**src/rtl/fifo_rd_fwft.sv**
```systemverilog
// fifo_rd_fwft: read-side pointer/empty logic of an async FIFO with a first-word-fall-through
// output stage, occupancy count and almost-empty flag, all in the read clock domain.
module fifo_rd_fwft #(
    parameter int ADDR_SIZE    = 3,
    parameter int DATA_WIDTH   = 8,
    parameter int AEMPTY_LEVEL = 1
) (
    input  logic                  rclk,
    input  logic                  rrst_n,
    input  logic                  rinc,
    input  logic [ADDR_SIZE:0]    rq2_wptr,
    input  logic [DATA_WIDTH-1:0] rmem_data,
    output logic [ADDR_SIZE:0]    rptr,
    output logic [ADDR_SIZE-1:0]  raddr,
    output logic                  rempty,
    output logic                  rvalid,
    output logic [DATA_WIDTH-1:0] rdata,
    output logic [ADDR_SIZE:0]    rcount,
    output logic                  raempty
);
    localparam logic [ADDR_SIZE:0] AE = AEMPTY_LEVEL[ADDR_SIZE:0];

    logic [ADDR_SIZE:0]    rbin_q, rptr_q, rcount_q;
    logic [ADDR_SIZE:0]    rbin_d, rgray_d, wbin_sync, rcount_d;
    logic                  rempty_q, rvalid_q, raempty_q, rpop;
    logic [DATA_WIDTH-1:0] rdata_q;

    // Refill the output stage whenever it is empty or being drained this cycle.
    assign rpop     = ~rempty_q & (~rvalid_q | rinc);
    assign rbin_d   = rbin_q + {{ADDR_SIZE{1'b0}}, rpop};
    assign rgray_d  = rbin_d ^ (rbin_d >> 1);
    assign rcount_d = wbin_sync - rbin_d;

    always_comb begin
        wbin_sync = '0;
        for (int i = 0; i <= ADDR_SIZE; i++) wbin_sync[i] = ^(rq2_wptr >> i);
    end

    always_ff @(posedge rclk or negedge rrst_n) begin
        if (!rrst_n) begin
            rbin_q    <= '0;
            rptr_q    <= '0;
            rempty_q  <= 1'b1;
            rvalid_q  <= 1'b0;
            rdata_q   <= '0;
            rcount_q  <= '0;
            raempty_q <= 1'b1;
        end else begin
            rbin_q    <= rbin_d;
            rptr_q    <= rgray_d;
            rempty_q  <= rgray_d == rq2_wptr;
            rcount_q  <= rcount_d;
            raempty_q <= rcount_d <= AE;
            if (rpop) begin
                rdata_q  <= rmem_data;
                rvalid_q <= 1'b1;
            end else if (rinc) begin
                rvalid_q <= 1'b0;
            end
        end
    end

    assign rptr    = rptr_q;
    assign raddr   = rbin_q[ADDR_SIZE-1:0];
    assign rempty  = rempty_q;
    assign rvalid  = rvalid_q;
    assign rdata   = rdata_q;
    assign rcount  = rcount_q;
    assign raempty = raempty_q;
endmodule

```
**config.mk**
```make
export PLATFORM = sky130hd
export DESIGN_NAME = fifo_rd_fwft
export DESIGN_NICKNAME = d
export VERILOG_FILES = /design/src/rtl/fifo_rd_fwft.sv
export SDC_FILE = /design/constraint.sdc
export NUM_CORES = 1
export LEC_CHECK = 0
export BUFFER_PORTS_ARGS = -buffer_cell sky130_fd_sc_hd__buf_2
export CAP_MARGIN = 40
export CORE_MARGIN = 8
export CORE_UTILIZATION = 43
export DETAILED_ROUTE_END_ITERATION = 8
export MAX_ROUTING_LAYER = met4
export PLACE_DENSITY = 0.72
export SYNTH_ARGS = -nofsm -noshare
export SYNTH_HDL_FRONTEND = slang
export SYNTH_SLANG_ARGS = --single-unit
```
**constraint.sdc**
```tcl
create_clock -name rclk -period 2.58 [get_ports rclk]
set_input_delay 0.387 -clock rclk [delete_from_list [all_inputs] [get_ports rclk]]
set_output_delay 0.387 -clock rclk [all_outputs]
set_load 0.005 [all_outputs]
```
Yosys cells after proc, flatten, opt, wreduce, memory -nomap -nowiden

Cells that the tools add are included.

Output and inout port bits: 22
Bits in registers: 23
Input port bits: 15
Word-level logic and storage cells: 23

Multiplexer cells: 2
$add $sub $neg: 2
Reduce and logical (&&, ||, !) cells: 5
Eq/ne operators: 1
Bitwise gates (word level): 5
Order comparisons: 1

Operators with widths:

| kind                                                           | count |
|---|---|
| XOR reduction 4 bit                                            | 4 |
| adder 4 x 1 -> 4 bit                                           | 1 |
| == test 4 bit                                                  | 1 |
| less-or-equal comparator 4 x 1 -> 1 bit, second input constant | 1 |
| subtractor 4 bit                                               | 1 |
| XOR 4 x 3 -> 4 bit                                             | 1 |
| 2-to-1 mux 1 bit                                               | 2 |
| NOT 1 bit                                                      | 2 |
| nonzero test 2 bit                                             | 1 |
| bitwise AND 1 bit                                              | 1 |
| OR 1 bit                                                       | 1 |

Longest topological paths before layout

Depth after elaboration: 6
Gate-level depth with buffers: 11
Mapped depth without buffers: 10

Worst setup path after synthesis

Ideal clock, no wire load.

Kind: input to register
From: input rinc
To: register rcount_q[3], in the netlist rcount[3]
Path buffers: 0
Arrival time: 2.420 ns
Stages on the path: 10
Required time: 2.456 ns
Library setup time: 0.124 ns
Setup slack: 0.036 ns
Path through: inv_1 > a21oi_2 > ha_1 > ha_1 > xnor2_1 > ha_1 > inv_1 > a2111o_1 > and4_1 > or2_1

Longest elaborated chain between the ends: 4

RTL lines:

| what                   | line | RTL |
|---|---|---|
| start: declaration     | 10   | `input logic rinc,` |
| OR 1 bit               | 29   | `assign rpop = ~rempty_q & (~rvalid_q \| rinc);` |
| bitwise AND 1 bit      | 29   |  |
| named net rpop         | 25   | `logic rempty_q, rvalid_q, raempty_q, rpop;` |
| adder 4 x 1 -> 4 bit   | 30   | `assign rbin_d = rbin_q + {{ADDR_SIZE{1'b0}}, rpop};` |
| subtractor 4 bit       | 32   | `assign rcount_d = wbin_sync - rbin_d;` |
| named net rcount_d[3]  | 24   | `logic [ADDR_SIZE:0] rbin_d, rgray_d, wbin_sync, rcount_d;` |
| end signal: assignment | 52   | `rcount_q <= rcount_d;` |
| end: declaration       | 23   | `logic [ADDR_SIZE:0] rbin_q, rptr_q, rcount_q;` |

The timed path passes the listed nets, and every way through them passes these cells.
A chain may end at the register's enable or synchronous reset.

Worst setup path in the final report

From: register rempty_q, in the netlist rempty
To: register rcount_q[3], in the netlist rcount[3]

Longest elaborated chain between the ends: 4

RTL lines:

| what                     | line | RTL |
|---|---|---|
| start: declaration       | 25   |  |
| start signal: assignment | 51   | `rempty_q <= rgray_d == rq2_wptr;` |
| NOT 1 bit                | 29   |  |
| bitwise AND 1 bit        | 29   |  |
| named net rpop           | 25   |  |
| adder 4 x 1 -> 4 bit     | 30   |  |
| subtractor 4 bit         | 32   |  |
| named net rcount_d[3]    | 24   |  |

The timed path passes the listed nets, and every way through them passes these cells.

==> metrics <==
end-of-flow core utilization 0.579; Max Fanout on Critical Path 3; Final Critical Period 2.46 ns; antenna violations before repair 0; placed insts 141; cell at the slowest stage of the critical path sky130_fd_sc_hd__dfstp_2; clock buffers created by TritonCTS 3; Clk pin slew, worst setup/hold paths 0.11 ns; post-route setup slack around 0.12 ns; post-synth top area share 0.484; crit-path most repeated cell sky130_fd_sc_hd__ha_1; share of cells above drive strength 1 0.496; worst r2r path cells 9; peak supply drop 657 uV; number of slew-limit violations in the final report 0; flip-flop and latch count after synthesis 22; final RePlAce weighted congestion 0.817; largest cells by area after synthesis sky130_fd_sc_hd__dfrtp_1 (48%), sky130_fd_sc_hd__mux2_2 (8.7%), sky130_fd_sc_hd__xnor2_1 (7.6%); cell family with the largest share of critical-path delay adder cells; cells resized by post-CTS repair 0; area enclosed by the die boundary 4230 um^2; number of stages on the worst setup path 9; clock tree from TritonCTS done; Comb power frac 0.550; relative slew slack 0.687; die extent in y 65.0 um; crit-path max cell delay 0.56 ns; layout net count 138; most repeated cell in the gate-level netlist after synthesis sky130_fd_sc_hd__dfrtp_1; required time worst endpoint 2.76 ns; DRC Markers 0; max cap viols 0; maximum operating frequency 407 MHz; transition at the pin with the smallest max-transition slack 0.470 ns; Clock power frac 0.097; share of flip-flops with an asynchronous set or reset 1.00; kind of capture point of the worst setup path flop; Commonest cells post-synth sky130_fd_sc_hd__dfrtp_1 (20), sky130_fd_sc_hd__xnor2_1 (9), sky130_fd_sc_hd__mux2_2 (8); result of the run finished, final reports clean; top-level port count 37; share of power burned in registers 0.353; FF+latch area approximately 550 um^2; sink count of the clock tree 22; RSZ-0062 raised after global routing false; Bufs and invs on worst path 1; series of cell instances along the critical path a21oi_2 > ha_1 > ha_1 > xnor2_1 > ha_1 > inv_1 > a2111o_1 > and4_1 > or2_1; number of warnings printed during yosys synthesis 0; sequential cell area fraction in the yosys report 0.535; data arrival time of the critical path 2.64 ns; hold buffer count at cts 0; library cell used as clock root buffer sky130_fd_sc_hd__clkbuf_4; HPWL reported at the end of detailed placement 1660 um; Fin Hold WS around 0.032 ns; HP Class input port to asynchronous set/reset pin; switching power as a share of total power 0.358; worst-case clock buffer depth 2; power density over the cells about 1200 nW/um^2; first-pass GRT wire length 3280 um; router iterations before antenna repair 2; critical path class flop to flop; Post-Synthesis Net Count 95; Initial DRC Count 7; cell taking the most area after synthesis sky130_fd_sc_hd__dfrtp_1; number of enable flip-flop cells after synthesis 0; Die Wd 65.0 um; switching power 553 uW; total congestion overflow 0; routed vias 703; number of placement rows 17; clock latency reported for the late side of the worst-skew pair 0.29 ns; post-detailed-route wirelength per cell between 10 and 15 um; count of antenna-violating nets left after detailed routing 0; total negative slack for setup checks 0 ns; Mapped Avg Cell Area about 14 um^2; Final Skew 0.00574 ns; level count of the clock H-tree 1; setup violators final 0; PortBufs 36; number of unique standard cell types used by synthesis 25; Floorplan Core Area 2230 um^2; number of global-route vias before repair 754; cell area after technology mapping 1030 um^2; flop-to-flop setup slack 0.12 ns; combined area of the multi-input logic cells 445 um^2; pre-CTS worst setup slack 0.103 ns; largest net degree at the start of global routing 23; critical path startpoint category flop; starting density of the core 0.463; all-layer global routing usage 0.0980; crit share post-route 0.952; number of standard cells in the final layout excluding fillers 145; Lkg Pwr 0.000651 uW; final wirelength 1970 um; most instantiated flip-flop cell in the synthesis netlist sky130_fd_sc_hd__dfrtp_1; Vias/cell 4.85; Mapped Cells 75; Internal Dissipation 992 uW; number of fillers in the final layout 194; diode count 0; final hold vios 0; number of post-CTS setup repair buffers 0; layout overhead on the synthesized area 25.1%
## metrics by stage
step / area (um^2) / power [uW]
2_1_floorplan: 1030 / 1140
3_3_place_gp: 1270 / 1400
3_5_place_dp: 1270 / 1430
4_1_cts: 1290 / 1580
5_1_grt: 1290 / 1690
6_report: 1290 / 1550
## cell usage in the layout (no fill, tap or decap), types with 3 or more instances in the layout
cell	count
sky130_fd_sc_hd__inv_1	6
sky130_fd_sc_hd__dfrtp_1	20
sky130_fd_sc_hd__mux2_2	8
sky130_fd_sc_hd__buf_2	36
sky130_fd_sc_hd__xor2_1	4
sky130_fd_sc_hd__buf_4	3
sky130_fd_sc_hd__xnor2_1	9
sky130_fd_sc_hd__clkbuf_4	3
sky130_fd_sc_hd__ha_1	5
## state kept, by name, summed over array words and instances (netlist names)
name	count
rempty	1
rdata	8
rbin_q	4
rvalid	1
rcount	4
raempty	1
rptr	3
## power groups by stage
stage	Clock [uW]	Combinational, uW	Sequential (uW)
3_3_place_gp	0	851	549
5_1_grt	172	953	560
2_1_floorplan	0	573	564
3_5_place_dp	0	875	554
6_report	149	850	546
4_1_cts	161	875	548
## logic make-up after synthesis
family,Yosys count,synth area share
simple gates,7,0.0484
mux,9,0.0969
flops,22,0.535
compound gates,8,0.0702
fa+ha+maj,5,0.0605
xor+xnor,15,0.155
buf+inv,9,0.0339
## path summary, 6_finish.rpt
path                       startpoint        end
max in group asynchronous      rrst_n     rempty
min                            rrst_n   rdata[7]
min in group rclk                rinc     rvalid
max reg2reg                    rempty  rcount[3]
max                            rempty  rcount[3]
min reg2reg                    rempty     rvalid
## layout make-up
class / instances / area share
clock buffer: 4 / 0.0203
inverter: 8 / 0.0232
multi-input combinational: 44 / 0.345
sequential: 22 / 0.428
tap: 28 / 0.0271
timing repair buffer: 39 / 0.157
## routing by layer
metal	up-vias	wire [um]	global-route usage
met5	-	0	-
met4	0	14	0.0409
met3	2	186	0.0395
met2	24	931	0.164
met1	336	837	0.100
li1	341	-	-
(Power assumes the default switching activity.)
